$ cat config.mk
export PLATFORM = sky130hd
export DESIGN_NAME = i2c_cmd_scheduler_flat
export DESIGN_NICKNAME = d
export VERILOG_FILES = /design/src/rtl/i2c_cmd_scheduler_if.sv /design/src/rtl/i2c_cmd_scheduler.sv /design/src/flat_wrapper.sv
export SDC_FILE = /design/constraint.sdc
export NUM_CORES = 1
export LEC_CHECK = 0
export CORE_UTILIZATION = 36
export CTS_BUF_LIST = sky130_fd_sc_hd__clkbuf_4 sky130_fd_sc_hd__clkbuf_8 sky130_fd_sc_hd__clkbuf_16
export DETAILED_ROUTE_END_ITERATION = 10
export PLACE_DENSITY = 0.58
export SLEW_MARGIN = 30
export SYNTH_ARGS = -nofsm -noshare
export SYNTH_HDL_FRONTEND = slang
export SYNTH_SLANG_ARGS = --single-unit
export TNS_END_PERCENT = 100
$ cat constraint.sdc
create_clock -name clk -period 3.4 [get_ports clk]
set_clock_uncertainty 0.05 [all_clocks]
set_input_delay 1.02 -clock clk [delete_from_list [all_inputs] [get_ports clk]]
set_output_delay 1.02 -clock clk [all_outputs]
set_load 0.02 [all_outputs]
$ cat src/rtl/i2c_cmd_scheduler_if.sv
// Command-enqueue and issue buses between a command source and the I2C scheduler.
interface i2c_cmd_scheduler_if #(
  parameter int DW = 16
);
  logic          cmd_valid;
  logic          cmd_ready;
  logic [7:0]    cmd_addr;
  logic [7:0]    cmd_mode;
  logic [DW-1:0] cmd_data;

  logic          issue_valid;
  logic          issue_src;
  logic [7:0]    issue_addr;
  logic [7:0]    issue_mode;
  logic [DW-1:0] issue_data;

  modport master (
    output cmd_valid, cmd_addr, cmd_mode, cmd_data,
    input  cmd_ready,
    input  issue_valid, issue_src, issue_addr, issue_mode, issue_data
  );

  modport slave (
    input  cmd_valid, cmd_addr, cmd_mode, cmd_data,
    output cmd_ready,
    output issue_valid, issue_src, issue_addr, issue_mode, issue_data
  );
endinterface

$ cat src/rtl/i2c_cmd_scheduler.sv
// Queues I2C commands and interleaves periodic temperature polls, issuing one at a time.
// Push-to-issue latency 2 cycles; cmd_ready drops at DEPTH and extra commands are dropped (overflow).
module i2c_cmd_scheduler #(
  parameter int         DEPTH     = 4,
  parameter int         DW        = 16,
  parameter int         POLL_DIV  = 1000,
  parameter logic [7:0] POLL_ADDR = 8'h00,
  parameter logic [7:0] POLL_MODE = 8'h01,
  parameter int         MAX_BURST = 4,
  parameter int         ACK_TMO   = 16
) (
  input  logic                   clk,
  input  logic                   reset,
  i2c_cmd_scheduler_if.slave     bus,
  input  logic                   poll_en,
  input  logic                   clr_err,
  input  logic                   i2c_ready,
  output logic [$clog2(DEPTH):0] count,
  output logic                   overflow,
  output logic                   ack_timeout
);
  localparam int AW = $clog2(DEPTH);
  localparam int EW = 16 + DW;
  localparam int TW = (POLL_DIV > 2) ? $clog2(POLL_DIV) : 1;
  localparam int BW = $clog2(MAX_BURST + 1);
  localparam int KW = $clog2(ACK_TMO + 1);
  localparam logic [AW:0]   FULL   = (AW + 1)'(DEPTH);
  localparam logic [TW-1:0] RELOAD = TW'(POLL_DIV - 1);
  localparam logic [BW-1:0] BMAX   = BW'(MAX_BURST);
  localparam logic [KW-1:0] KLAST  = KW'(ACK_TMO - 1);

  typedef enum logic [1:0] {IDLE, ISSUE, WAIT_BUSY, WAIT_DONE} state_t;

  state_t        state;
  logic [EW-1:0] mem [DEPTH];
  logic [AW-1:0] wr_ptr, rd_ptr;
  logic [TW-1:0] tmr;
  logic          poll_pending;
  logic [BW-1:0] burst_cnt;
  logic [KW-1:0] tmo_cnt;

  logic          push, start, take_poll, take_q, tmr_exp;
  logic [EW-1:0] head;

  assign bus.cmd_ready = (count != FULL);
  assign push      = bus.cmd_valid && bus.cmd_ready;
  assign start     = (state == IDLE) && i2c_ready && ((count != '0) || poll_pending);
  assign take_poll = start && poll_pending && ((count == '0) || (burst_cnt == BMAX));
  assign take_q    = start && !take_poll;
  assign tmr_exp   = poll_en && (tmr == '0);
  assign head      = mem[rd_ptr];

  always_ff @(posedge clk) begin
    if (push) mem[wr_ptr] <= {bus.cmd_addr, bus.cmd_mode, bus.cmd_data};
  end

  always_ff @(posedge clk) begin
    if (reset) begin
      state           <= IDLE;
      wr_ptr          <= '0;
      rd_ptr          <= '0;
      count           <= '0;
      tmr             <= RELOAD;
      poll_pending    <= 1'b0;
      burst_cnt       <= '0;
      tmo_cnt         <= '0;
      overflow        <= 1'b0;
      ack_timeout     <= 1'b0;
      bus.issue_valid <= 1'b0;
      bus.issue_src   <= 1'b0;
      bus.issue_addr  <= '0;
      bus.issue_mode  <= '0;
      bus.issue_data  <= '0;
    end else begin
      if (push)   wr_ptr <= wr_ptr + AW'(1);
      if (take_q) rd_ptr <= rd_ptr + AW'(1);
      count <= count + (AW + 1)'(push) - (AW + 1)'(take_q);

      // Clears are written first so a same-cycle set below overrides them.
      if (clr_err) begin
        overflow    <= 1'b0;
        ack_timeout <= 1'b0;
      end
      if (bus.cmd_valid && !bus.cmd_ready) overflow <= 1'b1;

      if (!poll_en) begin
        tmr          <= RELOAD;
        poll_pending <= 1'b0;
      end else begin
        tmr <= tmr_exp ? RELOAD : tmr - TW'(1);
        if (tmr_exp)        poll_pending <= 1'b1;
        else if (take_poll) poll_pending <= 1'b0;
      end

      if (!poll_pending || take_poll)      burst_cnt <= '0;
      else if (take_q && burst_cnt != BMAX) burst_cnt <= burst_cnt + BW'(1);

      case (state)
        IDLE: begin
          if (start) begin
            state           <= ISSUE;
            bus.issue_valid <= 1'b1;
            bus.issue_src   <= take_poll;
            bus.issue_addr  <= take_poll ? POLL_ADDR : head[EW-1 -: 8];
            bus.issue_mode  <= take_poll ? POLL_MODE : head[EW-9 -: 8];
            bus.issue_data  <= take_poll ? '0 : head[DW-1:0];
          end
        end
        ISSUE: begin
          state           <= WAIT_BUSY;
          tmo_cnt         <= '0;
          bus.issue_valid <= 1'b0;
          bus.issue_src   <= 1'b0;
          bus.issue_addr  <= '0;
          bus.issue_mode  <= '0;
          bus.issue_data  <= '0;
        end
        WAIT_BUSY: begin
          // A controller that never goes busy is abandoned; the command is not retried.
          if (!i2c_ready) begin
            state <= WAIT_DONE;
          end else if (tmo_cnt == KLAST) begin
            state       <= IDLE;
            ack_timeout <= 1'b1;
          end else begin
            tmo_cnt <= tmo_cnt + KW'(1);
          end
        end
        WAIT_DONE: begin
          if (i2c_ready) state <= IDLE;
        end
        default: state <= IDLE;
      endcase
    end
  end
endmodule

$ cat src/flat_wrapper.sv
// flat-port wrapper written by rule: the top's interface ports become plain ports
module i2c_cmd_scheduler_flat 
#(
  parameter int         DEPTH     = 4,
  parameter int         DW        = 16,
  parameter int         POLL_DIV  = 1000,
  parameter logic [7:0] POLL_ADDR = 8'h00,
  parameter logic [7:0] POLL_MODE = 8'h01,
  parameter int         MAX_BURST = 4,
  parameter int         ACK_TMO   = 16
)
  (clk, reset, poll_en, clr_err, i2c_ready, count, overflow, ack_timeout, bus_cmd_valid, bus_cmd_addr, bus_cmd_mode, bus_cmd_data, bus_cmd_ready, bus_issue_valid, bus_issue_src, bus_issue_addr, bus_issue_mode, bus_issue_data);
  i2c_cmd_scheduler_if #(.DW(DW)) bus_i ();
  input  logic clk;
  input  logic reset;
  input  logic poll_en;
  input  logic clr_err;
  input  logic i2c_ready;
  output logic [$clog2(DEPTH):0] count;
  output logic overflow;
  output logic ack_timeout;
  input wire logic [$bits(bus_i.cmd_valid)-1:0] bus_cmd_valid;
  input wire logic [$bits(bus_i.cmd_addr)-1:0] bus_cmd_addr;
  input wire logic [$bits(bus_i.cmd_mode)-1:0] bus_cmd_mode;
  input wire logic [$bits(bus_i.cmd_data)-1:0] bus_cmd_data;
  output wire logic [$bits(bus_i.cmd_ready)-1:0] bus_cmd_ready;
  output wire logic [$bits(bus_i.issue_valid)-1:0] bus_issue_valid;
  output wire logic [$bits(bus_i.issue_src)-1:0] bus_issue_src;
  output wire logic [$bits(bus_i.issue_addr)-1:0] bus_issue_addr;
  output wire logic [$bits(bus_i.issue_mode)-1:0] bus_issue_mode;
  output wire logic [$bits(bus_i.issue_data)-1:0] bus_issue_data;
  assign bus_i.cmd_valid = bus_cmd_valid;
  assign bus_i.cmd_addr = bus_cmd_addr;
  assign bus_i.cmd_mode = bus_cmd_mode;
  assign bus_i.cmd_data = bus_cmd_data;
  assign bus_cmd_ready = bus_i.cmd_ready;
  assign bus_issue_valid = bus_i.issue_valid;
  assign bus_issue_src = bus_i.issue_src;
  assign bus_issue_addr = bus_i.issue_addr;
  assign bus_issue_mode = bus_i.issue_mode;
  assign bus_issue_data = bus_i.issue_data;
  i2c_cmd_scheduler #(.DEPTH(DEPTH), .DW(DW), .POLL_DIV(POLL_DIV), .POLL_ADDR(POLL_ADDR), .POLL_MODE(POLL_MODE), .MAX_BURST(MAX_BURST), .ACK_TMO(ACK_TMO)) u_core (.clk(clk), .reset(reset), .bus(bus_i), .poll_en(poll_en), .clr_err(clr_err), .i2c_ready(i2c_ready), .count(count), .overflow(overflow), .ack_timeout(ack_timeout));
endmodule
=== Yosys cells after proc, flatten, opt, wreduce, memory -nomap -nowiden ===
Memories as Yosys holds them, arrays and structs flattened. A register that Yosys moved wholly into a read port is not among the register bits.
Index checks and enable logic that the tools add are counted.

* Register bits after elaboration: 64
* RAM bits: 128
* Logic and storage cells: 98
* Memories kept: 1

* Add/sub/neg operators: 7
* Eq/ne operators: 12
* Mux-type cells: 33
* Bitwise gates (word level): 1
* Reductions and logical operators: 29

{| class="wikitable"
|+ Memories
! memory !! words !! bits a word !! rd ports !! clocked after Yosys merged registers in !! write ports !! RTL line !! text
|-
| u_core.mem || 4 || 32 || 1 || 1 || 1 || i2c_cmd_scheduler.sv:35 || <nowiki>logic [EW-1:0] mem [DEPTH];</nowiki>
|}

{| class="wikitable"
|+ Operator list
! cell !! number
|-
| $mux W16 || 2
|-
| $mux W8 || 4
|-
| $pmux W16 S2 || 1
|-
| $pmux W8 S2 || 2
|-
| $mux W1 || 12
|-
| $mux W2 || 6
|-
| $logic_not A10 Y1 || 1
|-
| $mux W5 || 2
|-
| $pmux W5 S2 || 1
|-
| $sub A10 B1 Y10 const B || 1
|-
| $logic_and A1 B1 Y1 || 9
|-
| $pmux W2 S4 || 1
|-
| $reduce_bool A2 Y1 || 4
|-
| $ne A2 B2 Y1 const B || 3
|-
| $ne A3 B3 Y1 const B || 2
|-
| $reduce_and A3 Y1 || 2
|-
| $add A5 B1 Y5 const B || 1
|-
| $eq A5 B4 Y1 const B || 1
|-
| $add A2 B1 Y2 const B || 2
|-
| $eq A2 B2 Y1 const B || 2
|-
| $pmux W1 S2 || 2
|-
| $reduce_or A2 Y1 || 2
|-
| $add A3 B1 Y3 || 1
|-
| $add A3 B1 Y3 const B || 1
|-
| 13 further kinds || 17
|}

=== Longest topological paths before layout ===
Gate-level depths: netlist (run 1).

* Depth after elaboration: 9
* Depth in mapped cells: 11
* Depth with buffers taken out: 11

=== Least setup slack after synthesis (run 1) ===
Ideal clock, no wire load.

* Path type: input to register
* Start: input i2c_ready
* End: register u_core.count[2]
* Setup time: 128 ps
* Data arrival time: 2473 ps
* Data required time: 3222 ps
* Slack: 750 ps
* Stages on the path: 9
* Buffers on the path: 0
* Cell sequence: nor3b_4 > nand3_4 > xnor2_1 > ha_1 > inv_1 > fa_1 > xor2_1 > xnor2_1 > nor2_1

* Word-level cells in the longest chain between the ends: 7

{| class="wikitable"
|+ RTL lines
! what !! RTL line !! text
|-
| from (decl) || flat_wrapper.sv:18 || <nowiki>input logic i2c_ready;</nowiki>
|-
| $logic_and A1 B1 Y1 * (2 in series) || i2c_cmd_scheduler.sv:47 || <nowiki>assign start = (state == IDLE) && i2c_ready && ((count != '0) || poll_pending);</nowiki>
|-
| $logic_and A1 B1 Y1 (2 in series) || i2c_cmd_scheduler.sv:48 || <nowiki>assign take_poll = start && poll_pending && ((count == '0) || (burst_cnt == BMAX));</nowiki>
|-
| $logic_not A1 Y1 || i2c_cmd_scheduler.sv:49 || <nowiki>assign take_q = start && !take_poll;</nowiki>
|-
| $logic_and A1 B1 Y1 * || i2c_cmd_scheduler.sv:49 ||
|-
| $sub A3 B1 Y3 * || i2c_cmd_scheduler.sv:77 || <nowiki>count <= count + (AW + 1)'(push) - (AW + 1)'(take_q);</nowiki>
|-
| to (signal assigned) || i2c_cmd_scheduler.sv:77 ||
|-
| to (decl) || i2c_cmd_scheduler.sv:18 || <nowiki>output logic [$clog2(DEPTH):0] count,</nowiki>
|}

Mark *: on every way between the ends. The rest lies on a longest branch, timed or not.
A chain may end at the register's enable or synchronous reset.

=== Final worst setup path (run 1) ===
* Start: register u_core.count[1]
* End: output bus_cmd_ready

* Word-level cells in the longest chain between the ends: 1

{| class="wikitable"
|+ RTL lines
! what !! RTL line !! text
|-
| $ne A3 B3 Y1 || i2c_cmd_scheduler.sv:45 || <nowiki>assign bus.cmd_ready = (count != FULL);</nowiki>
|-
| to (decl) || flat_wrapper.sv:26 || <nowiki>output wire logic [$bits(bus_i.cmd_ready)-1:0] bus_cmd_ready;</nowiki>
|}

Every way passes these cells.

==> results_dict.tcl, run 1 <==
set metrics [dict create \
    clockPowerShare_pct 31.0 \
    hold_slack_ns 0.385 \
    yosys.area_share.simple_pct 6.63 \
    crit_required_ns 2.33 \
    drc_errors 0 \
    clock-sinks 194 \
    rsz0062_at_grt "false" \
    power_density_nw_per_um2 725 \
    synth_seq_cells 194 \
    cpPeakStageDelay_ns 0.59 \
    cp_slowest_cell "clkdlybuf4s50_1" \
    coreArea_um2 19700 \
    synth_fa_ha_area_share_pct 1.99 \
    grtUsageTotal_pct 14.6 \
    yosys_warnings 0 \
    finalCritPeriodShare_pct 82.6 \
    yosys-top-cells-count "edfxtp_1 (128), dfxtp_1 (66), mux4_2 (32), a22o_1 (31)" \
    p_comb_share_pct 21.9 \
    setup.worst_path.class "register to primary output" \
    cts-root-buf "clkbuf_16" \
    ys_seq_area_share_pct 70.9 \
    drtIter0Drc 259 \
    yosysMostFrequentCell "edfxtp_1" \
    grt_max_degree 33 \
    synth_xor_area_share_pct 1.32 \
    place_congestion 0.750 \
    final_util_pct 45.8 \
    drive_gt1_share_pct 17.9 \
    synthCells 424 \
    r2r-start "u_core.count[0]" \
    worstPathArrival_ns 1.74 \
    clkTransAtPathRegs_ns 0.07 \
    crit_path_max_fanout 7 \
    grt_pass1_vias 3969 \
    port_buffers 77 \
    r2r_end "u_core.count[2]" \
    setup_tns_ns 0 \
    reg2reg_slack_ns 1.15 \
    status "finished clean" \
    grt_pass1_wl_mm 22.0 \
    min_to "u_core.tmr[0]" \
    via_count 3934 \
    setup_viol 0 \
    cts_max_level 4 \
    initial_core_util_pct 37.1 \
    synth_area_um2 7280 \
    cp.buffers_inverters 1 \
    overflow 0 \
    cts_buffer_depth 2 \
    final-hold-violation-count 0 \
    syn_avg_cell_area_um2 17.2 \
    final_nets 566 \
    drt_first_pass_iters 4 \
    slew_headroom_pct 36.7 \
    synth_top_cell_by_area "edfxtp_1" \
    startpoint_type "register" \
    maxCapViolations 0 \
    rows 51 \
    antenna_left 0 \
    viasPerCell 4.95 \
    synthMuxAreaShare_pct 10.0 \
    synth_top_family_by_area "multiplexers" \
    yosys-top-cells-area "edfxtp_1 (53%), dfxtp_1 (18%), mux4_2 (9.9%)" \
    die_area_um2 20800 \
    rr_worst_depth 9 \
    ioPinCount 78 \
    synth_edf_count 128 \
    p_int_w 0.00477 \
    p_seq_share_pct 47.0 \
    fmax_ghz 0.356 \
    antenna_found_initial 0 \
    post_cts_buffers 0 \
    hp-class "register to register" \
    path_delay_family "buffers and inverters" \
    antenna_cells 0 \
    ir_drop_uv 355 \
    layout_setup_ws_ns 0.593 \
    p_leak_nw 3.05 \
    crit_path_end_kind "primary output" \
    cts_hold_buf 0 \
    fp.dieW_um 144 \
    cts_resized 0 \
    finalMaxSlewViolations 0 \
    cp.depth 3 \
    synth_cell_types 53 \
    cts_tree "built" \
    synthesis.nets 473 \
    worstHoldStart "u_core.tmr[0]" \
    period_needed_ns 2.81 \
    critPathLaunch "u_core.count[1]" \
    ys_async_sr_fraction_pct 0 \
    numCtsBuffers 17 \
    worst_pin_slew_ns 0.948 \
    p_switching_w 0.00175 \
    synth-compound-area-share_pct 6.99 \
    routed_wl_mm 14.2 \
    holdPathStages 1 \
    wl_per_cell_um 17.8 \
    ys.flop_type "edfxtp_1" \
    die_h_um 144 \
    worstPathCellList "nor2_1 -> nand2_1 -> clkdlybuf4s50_1" \
    clk_latency_ns 0.42 \
    areaGrowthSynthToFinish_pct 23.5 \
    dp.final_hpwl_mm 8.81 \
    dp_slack_ns 0.247 \
    synth_top_area_share_pct 52.8 \
    swShare_pct 26.9 \
]
-- per-layer routing --
| metal | global-route usage (%) | part of all wire, % | up-vias |
|---|---|---|---|
| met1 | 18.7 | 46 | 1990 |
| li1 | - | - | 1833 |
| met4 | 5.65 | 1.3 | 0 |
| met2 | 23.9 | 48 | 96 |
| met5 | 0 | 0 | - |
| met3 | 3.77 | 4.6 | 15 |
-- flip-flops by register name, indices dropped and copies added, names as in the netlist, named ones only --
name / count
u_core.mem: 128
u_core.bus.issue_data: 16
u_core.tmr: 10
u_core.bus.issue_addr: 8
u_core.bus.issue_mode: 8
u_core.tmo_cnt: 5
u_core.burst_cnt: 3
u_core.count: 3
u_core.rd_ptr: 2
u_core.state: 2
u_core.wr_ptr: 2
u_core.ack_timeout: 1
u_core.bus.issue_src: 1
u_core.bus.issue_valid: 1
u_core.overflow: 1
u_core.poll_pending: 1
-- power by group through the flow --
stage	registers, W	clock network, W	logic [W]
floorplan	0.00314	0	0.000868
global placement	0.00312	0	0.00143
detailed placement	0.00313	0	0.00145
CTS	0.00308	0.00207	0.00146
global route	0.00312	0.00216	0.00154
finish	0.00307	0.00202	0.00143
-- how the worst max path moves through the flow --
| stage | end | slack (ns) |
|---|---|---|
| 2_1_floorplan | u_core.count[2] | 0.75 |
| 3_3_place_gp | u_core.count[2] | 0.26 |
| 3_5_place_dp | u_core.count[2] | 0.25 |
| 4_1_cts | bus_cmd_ready | 0.56 |
| 5_1_grt | bus_cmd_ready | 0.48 |
| 6_report | bus_cmd_ready | 0.59 |
-- cell families (layout without fill, tap and decap cells) --
kind of cell	count (synthesis)	in the layout
buffers and inverters	30	136
xor gates and xnor gates	11	11
adders and majority gates	11	11
DFF	194	194
AOI/OAI and AO/OA	66	66
muxes	33	33
and+or+nand+nor	79	79
-- worst register-to-register path, cell delays in order (launching register included) --
cell and delay (ns):
dfxtp_1 0.39, or3_1 0.48, nand3_4 0.15, xnor2_1 0.13
ha_1 0.16, inv_1 0.04, fa_1 0.37, xor2_1 0.16
xnor2_1 0.16, nor2_1 0.05
-- cell type report --
class / count / area (um2)
Multi-Input combinational cell: 200 / 1970
Clock inverter: 11 / 135
Sequential cell: 194 / 5170
Inverter: 11 / 41.3
Fill cell: 1762 / 10700
Tap cell: 265 / 332
Timing Repair Buffer: 93 / 891
Clock buffer: 21 / 462
-- cell usage in the layout (no fill, tap or decap), types with 5 or more instances in the layout --
cell type          n
edfxtp_1         128
clkdlybuf4s50_1   77
dfxtp_1           64
mux4_2            32
a22o_1            31
clkbuf_16         17
nor2_1            16
nand2_1           16
buf_4             16
a21oi_1           14
inv_1             11
ha_1              10
o21ai_0            9
xnor2_1            6
nor3_1             6
nand3_1            5
xor2_1             5
-- per-stage QoR --
stage               cell area [um2]  total power (W)  std cells
global placement               8400          0.00455        763
finish                         9000          0.00652        795
global route                   9000          0.00682        795
detailed placement             8400          0.00458        763
CTS                            9000          0.00660        795
floorplan                      7280          0.00401        424
(Power assumes the default switching activity.)
==> run 2: changes to the inputs <==
clock period = 2.85 ns   (was 3.4 ns; I/O delays follow)
==> results_dict.tcl, run 2 (synthesis gave the netlist of run 1 again) <==
set metrics [dict create \
    rsz0062_at_grt "false" \
    hold_slack_ns 0.401 \
    cts_buffer_depth 2 \
    antenna_left 0 \
    post_cts_buffers 0 \
    setup.worst_path.class "register to primary output" \
    crit_path_max_fanout 7 \
    die_area_um2 20800 \
    slew_headroom_pct 41.3 \
    maxCapViolations 0 \
    finalCritPeriodShare_pct 92.2 \
    placedCellCount 766 \
    ir_drop_uv 424 \
    worstPathArrival_ns 1.72 \
    setup_viol 0 \
    initial_core_util_pct 37.1 \
    port_buffers 77 \
    coreArea_um2 19700 \
    antenna_found_initial 1 \
    power_density_nw_per_um2 836 \
    numCtsBuffers 17 \
    grt_pass1_wl_mm 22.0 \
    cts_resized 0 \
    cts-root-buf "clkbuf_16" \
    clkTransAtPathRegs_ns 0.07 \
    viasPerCell 4.91 \
    wl_per_cell_um 17.7 \
    fillers 1755 \
    drc_errors 0 \
    most-common-layout-cells "edfxtp_1 (128), clkdlybuf4s50_1 (77), dfxtp_1 (64), mux4_2 (32), a22o_1 (31)" \
    crit_path_end_kind "primary output" \
    crit_required_ns 1.95 \
    clk_latency_ns 0.42 \
    via_count 3910 \
    final_nets 569 \
    startpoint_type "register" \
    rows 51 \
    place_congestion 0.740 \
    clock-sinks 194 \
    status "finished clean" \
    p_leak_nw 3.06 \
    largest_register_ffs 128 \
    drtIter0Drc 180 \
    overflow 0 \
    hp-class "register to register" \
    period_needed_ns 2.63 \
    drt_first_pass_iters 4 \
    final-hold-violation-count 0 \
    total_power_w 0.00756 \
    grt_pass1_vias 4010 \
    fmax_ghz 0.381 \
    ioPinCount 78 \
    final_cells 797 \
    finalMaxSlewViolations 0 \
    cts_hold_buf 0 \
    cts_max_level 4 \
    fp.dieW_um 144 \
    drive_gt1_share_pct 18.6 \
    die_h_um 144 \
    areaGrowthSynthToFinish_pct 24.2 \
    cts_tree "built" \
    routed_wl_mm 14.1 \
    grt_max_degree 32 \
    grtUsageTotal_pct 14.5 \
    worst_pin_slew_ns 0.877 \
    antenna_cells 0 \
    largestRegisters "u_core.mem: 128 flops, u_core.bus.issue_data: 16 flops, u_core.tmr: 10 flops" \
    dp.final_hpwl_mm 8.75 \
    final_common_cell "edfxtp_1" \
    top_register "u_core.mem" \
]
run 2: cell count changes in the layout (fill, tap and decap cells not counted), sizes merged:
cell,delta
buf,+3
bufinv,-3
clkbuf,-1
clkinv,+4
inv,-1
run 2: critical path: stages, from the launching register on:
cell	delay (ns)
dfxtp_1	0.49
nor2_1	0.13
nand2_1	0.08
clkdlybuf4s50_1	0.60
run 2: per-layer routing:
| metal | track usage (%) | routed length, um | vias up |
|---|---|---|---|
| met1 | 19.1 | 6560 | 1985 |
| met4 | 4.99 | 142 | 0 |
| met2 | 23.1 | 6830 | 75 |
| met5 | 0 | 0 | - |
| li1 | - | - | 1842 |
| met3 | 3.97 | 566 | 8 |
run 2: where the power goes:
| part | switching, W | internal (W) |
|---|---|---|
| Clock | 0.000963 | 0.00114 |
| Sequential | 0.000254 | 0.00339 |
| Combinational | 0.000862 | 0.000949 |
| Total | 0.00208 | 0.00548 |
run 2: through the flow:
step / utilization [%] / setup slack (ns) / area [um2] / setup TNS (ns)
floorplan: - / 0.365 / 7280 / 0
global placement: 43.4 / -0.0790 / 8520 / -0.364
detailed placement: 43.4 / -0.0963 / 8520 / -0.702
CTS: 46.0 / 0.173 / 9040 / 0
global route: 46.0 / 0.103 / 9040 / 0
finish: 46.0 / 0.223 / 9040 / 0
run 2: final cells by class:
| type | count | area, um2 | area share [%] |
|---|---|---|---|
| well taps | 265 | 332 | 3.67 |
| repair buffers | 96 | 1010 | 11.2 |
| inverters | 11 | 41.3 | 0.457 |
| flip-flops and latches | 194 | 5170 | 57.1 |
| multi-input cells | 200 | 1970 | 21.8 |
| clock buffers | 20 | 454 | 5.02 |
| clock inverters | 11 | 66.3 | 0.733 |
run 2: worst paths after layout:
| kind | from | to | slack [ns] | cells after the start |
|---|---|---|---|---|
| setup / recovery | u_core.count[1] | bus_cmd_ready | 0.22 | 3 |
| hold / removal | u_core.tmr[0] | u_core.tmr[0] | 0.40 | 1 |
| setup reg to reg | u_core.count[0] | u_core.count[2] | 0.64 | 9 |
| hold reg to reg | u_core.tmr[0] | u_core.tmr[0] | 0.40 | 1 |
==> run 3: changes to the inputs <==
SETUP_SLACK_MARGIN = 0.3   (was not set)
==> results_dict.tcl, run 3 (synthesis gave the netlist of run 1 again) <==
set metrics [dict create \
    status "finished clean" \
    overflow 0 \
    dp.final_hpwl_mm 8.75 \
    final_nets 570 \
    clkTransAtPathRegs_ns 0.07 \
    worst_pin_slew_ns 0.872 \
    drive_gt1_share_pct 20.1 \
    p_comb_share_pct 24.2 \
    worstPathArrival_ns 2.76 \
    antenna_cells 0 \
    areaGrowthSynthToFinish_pct 24.6 \
    slew_headroom_pct 41.7 \
    cpPeakStageDelay_ns 0.48 \
    path_delay_family "buffers and inverters" \
    setup.worst_path.class "input pin to register" \
    cts_max_level 4 \
    antenna_found_initial 1 \
    largestRegisters "u_core.mem: 128 flops, u_core.bus.issue_data: 16 flops, u_core.tmr: 10 flops" \
    rsz0062_at_grt "true" \
    drc_errors 0 \
    busiest_layer "met2" \
    hold_slack_ns 0.401 \
    crit_required_ns 3.10 \
    power_density_nw_per_um2 837 \
    grtUsageTotal_pct 14.6 \
    p_switching_w 0.00209 \
    period_needed_ns 2.51 \
    setup_tns_ns 0 \
    cp_slowest_cell "clkdlybuf4s50_1" \
    p_leak_nw 3.08 \
    grt_pass1_wl_mm 22.0 \
    worstPathCellList "clkdlybuf4s50_1 -> nor3b_4 -> nand3_4 -> xnor2_2 -> ha_2 -> inv_1 -> fa_2 -> xor2_1 -> xnor2_1 -> nor2_1" \
    rr_worst_depth 4 \
    drt_first_pass_iters 4 \
    routed_wl_mm 14.2 \
    clk_latency_ns 0.42 \
    coreArea_um2 19700 \
    viasPerCell 4.91 \
    numCtsBuffers 17 \
    drtIter0Drc 177 \
    most-common-layout-cells "edfxtp_1 (128), clkdlybuf4s50_1 (76), dfxtp_1 (61), mux4_2 (32), a22o_1 (31)" \
    hp-class "register to register" \
    fp.dieW_um 144 \
    maxCapViolations 0 \
    p_int_w 0.00550 \
    finalMaxSlewViolations 0 \
    reg2reg_slack_ns 0.67 \
    via_count 3915 \
    ioPinCount 78 \
    cts-root-buf "clkbuf_16" \
    r2r_end "u_core.bus.issue_data[6]" \
    place_area_um2 8520 \
    holdPathStages 1 \
    p_seq_share_pct 48.1 \
    grt_max_degree 32 \
    clockPowerShare_pct 27.7 \
    crit_path_max_fanout 2 \
    grt_use_met2_pct 23.2 \
    grt_use_met3_pct 3.97 \
    grt_pass1_vias 4019 \
    final-hold-violation-count 0 \
    clock-sinks 194 \
    final_area_um2 9070 \
    antenna_left 0 \
    cts_tree "built" \
    cts_buffer_depth 2 \
    rows 51 \
    r2r-start "u_core.state[1]" \
    use_met1_pct 19.2 \
    min_to "u_core.tmr[0]" \
    initial_core_util_pct 37.1 \
    cp.buffers_inverters 2 \
    top_register "u_core.mem" \
    wl_per_cell_um 17.8 \
    crit_path_end_kind "register" \
    port_buffers 77 \
    setup_viol 0 \
    final_common_cell "edfxtp_1" \
    finalCritPeriodShare_pct 88.1 \
    largest_register_ffs 128 \
    die_h_um 144 \
    die_area_um2 20800 \
    worstHoldStart "u_core.tmr[0]" \
    startpoint_type "input pin" \
    place_congestion 0.740 \
    swShare_pct 27.6 \
    ir_drop_uv 423 \
    cts_hold_buf 0 \
    fmax_ghz 0.398 \
]
==> run 3: how the worst max path moves through the flow <==
stage | startpoint | endpoint | slack [ns] | cells after the start
global route | i2c_ready | u_core.count[2] | 0.27 | 10
CTS | u_core.count[2] | count[2] | 0.31 | 1
global placement | i2c_ready | u_core.count[2] | -0.08 | 10
floorplan | i2c_ready | u_core.count[2] | 0.36 | 9
detailed placement | i2c_ready | u_core.count[2] | -0.1 | 10
finish | i2c_ready | u_core.count[2] | 0.34 | 10
==> run 3: what timing repair did <==
item                                    in CTS  in global routing
gates resized for setup                      3                  5
setup buffers                                0                  1
hold endpoints to repair                     0                  0
pin swaps                                    0                  1
endpoints found under the setup margin       1                  3
==> run 3: routing by layer <==
metal  up-vias  wire (um)
met2        72       6900
met1      1995       6590
met5         -          0
met4         0        123
li1       1843          -
met3         5        567
==> run 3: layout make-up <==
cell class / instances / area (um2)
Clock buffer: 20 / 454
Clock inverter: 11 / 66.3
Fill cell: 1758 / 10600
Inverter: 11 / 41.3
Multi-Input combinational cell: 200 / 1980
Sequential cell: 194 / 5170
Tap cell: 265 / 332
Timing Repair Buffer: 97 / 1020
==> run 3: through the flow <==
| step | utilization, % | power, W | instances | setup slack [ns] |
|---|---|---|---|---|
| after floorplan | - | 0.00478 | 424 | 0.365 |
| final | 46.2 | 0.00759 | 798 | 0.339 |
| after CTS | 46.0 | 0.00767 | 797 | 0.314 |
| after global placement | 43.4 | 0.00551 | 766 | -0.0790 |
| after detailed placement | 43.4 | 0.00555 | 766 | -0.0963 |
| after global routing | 46.2 | 0.00795 | 798 | 0.267 |
==> run 3: power groups by stage <==
stage          Clock (W)  Sequential (W)  Combinational (W)
6_report         0.00211         0.00365            0.00184
5_1_grt          0.00227         0.00370            0.00198
4_1_cts          0.00216         0.00366            0.00185
3_5_place_dp           0         0.00371            0.00184
3_3_place_gp           0         0.00370            0.00181
2_1_floorplan          0         0.00374            0.00104
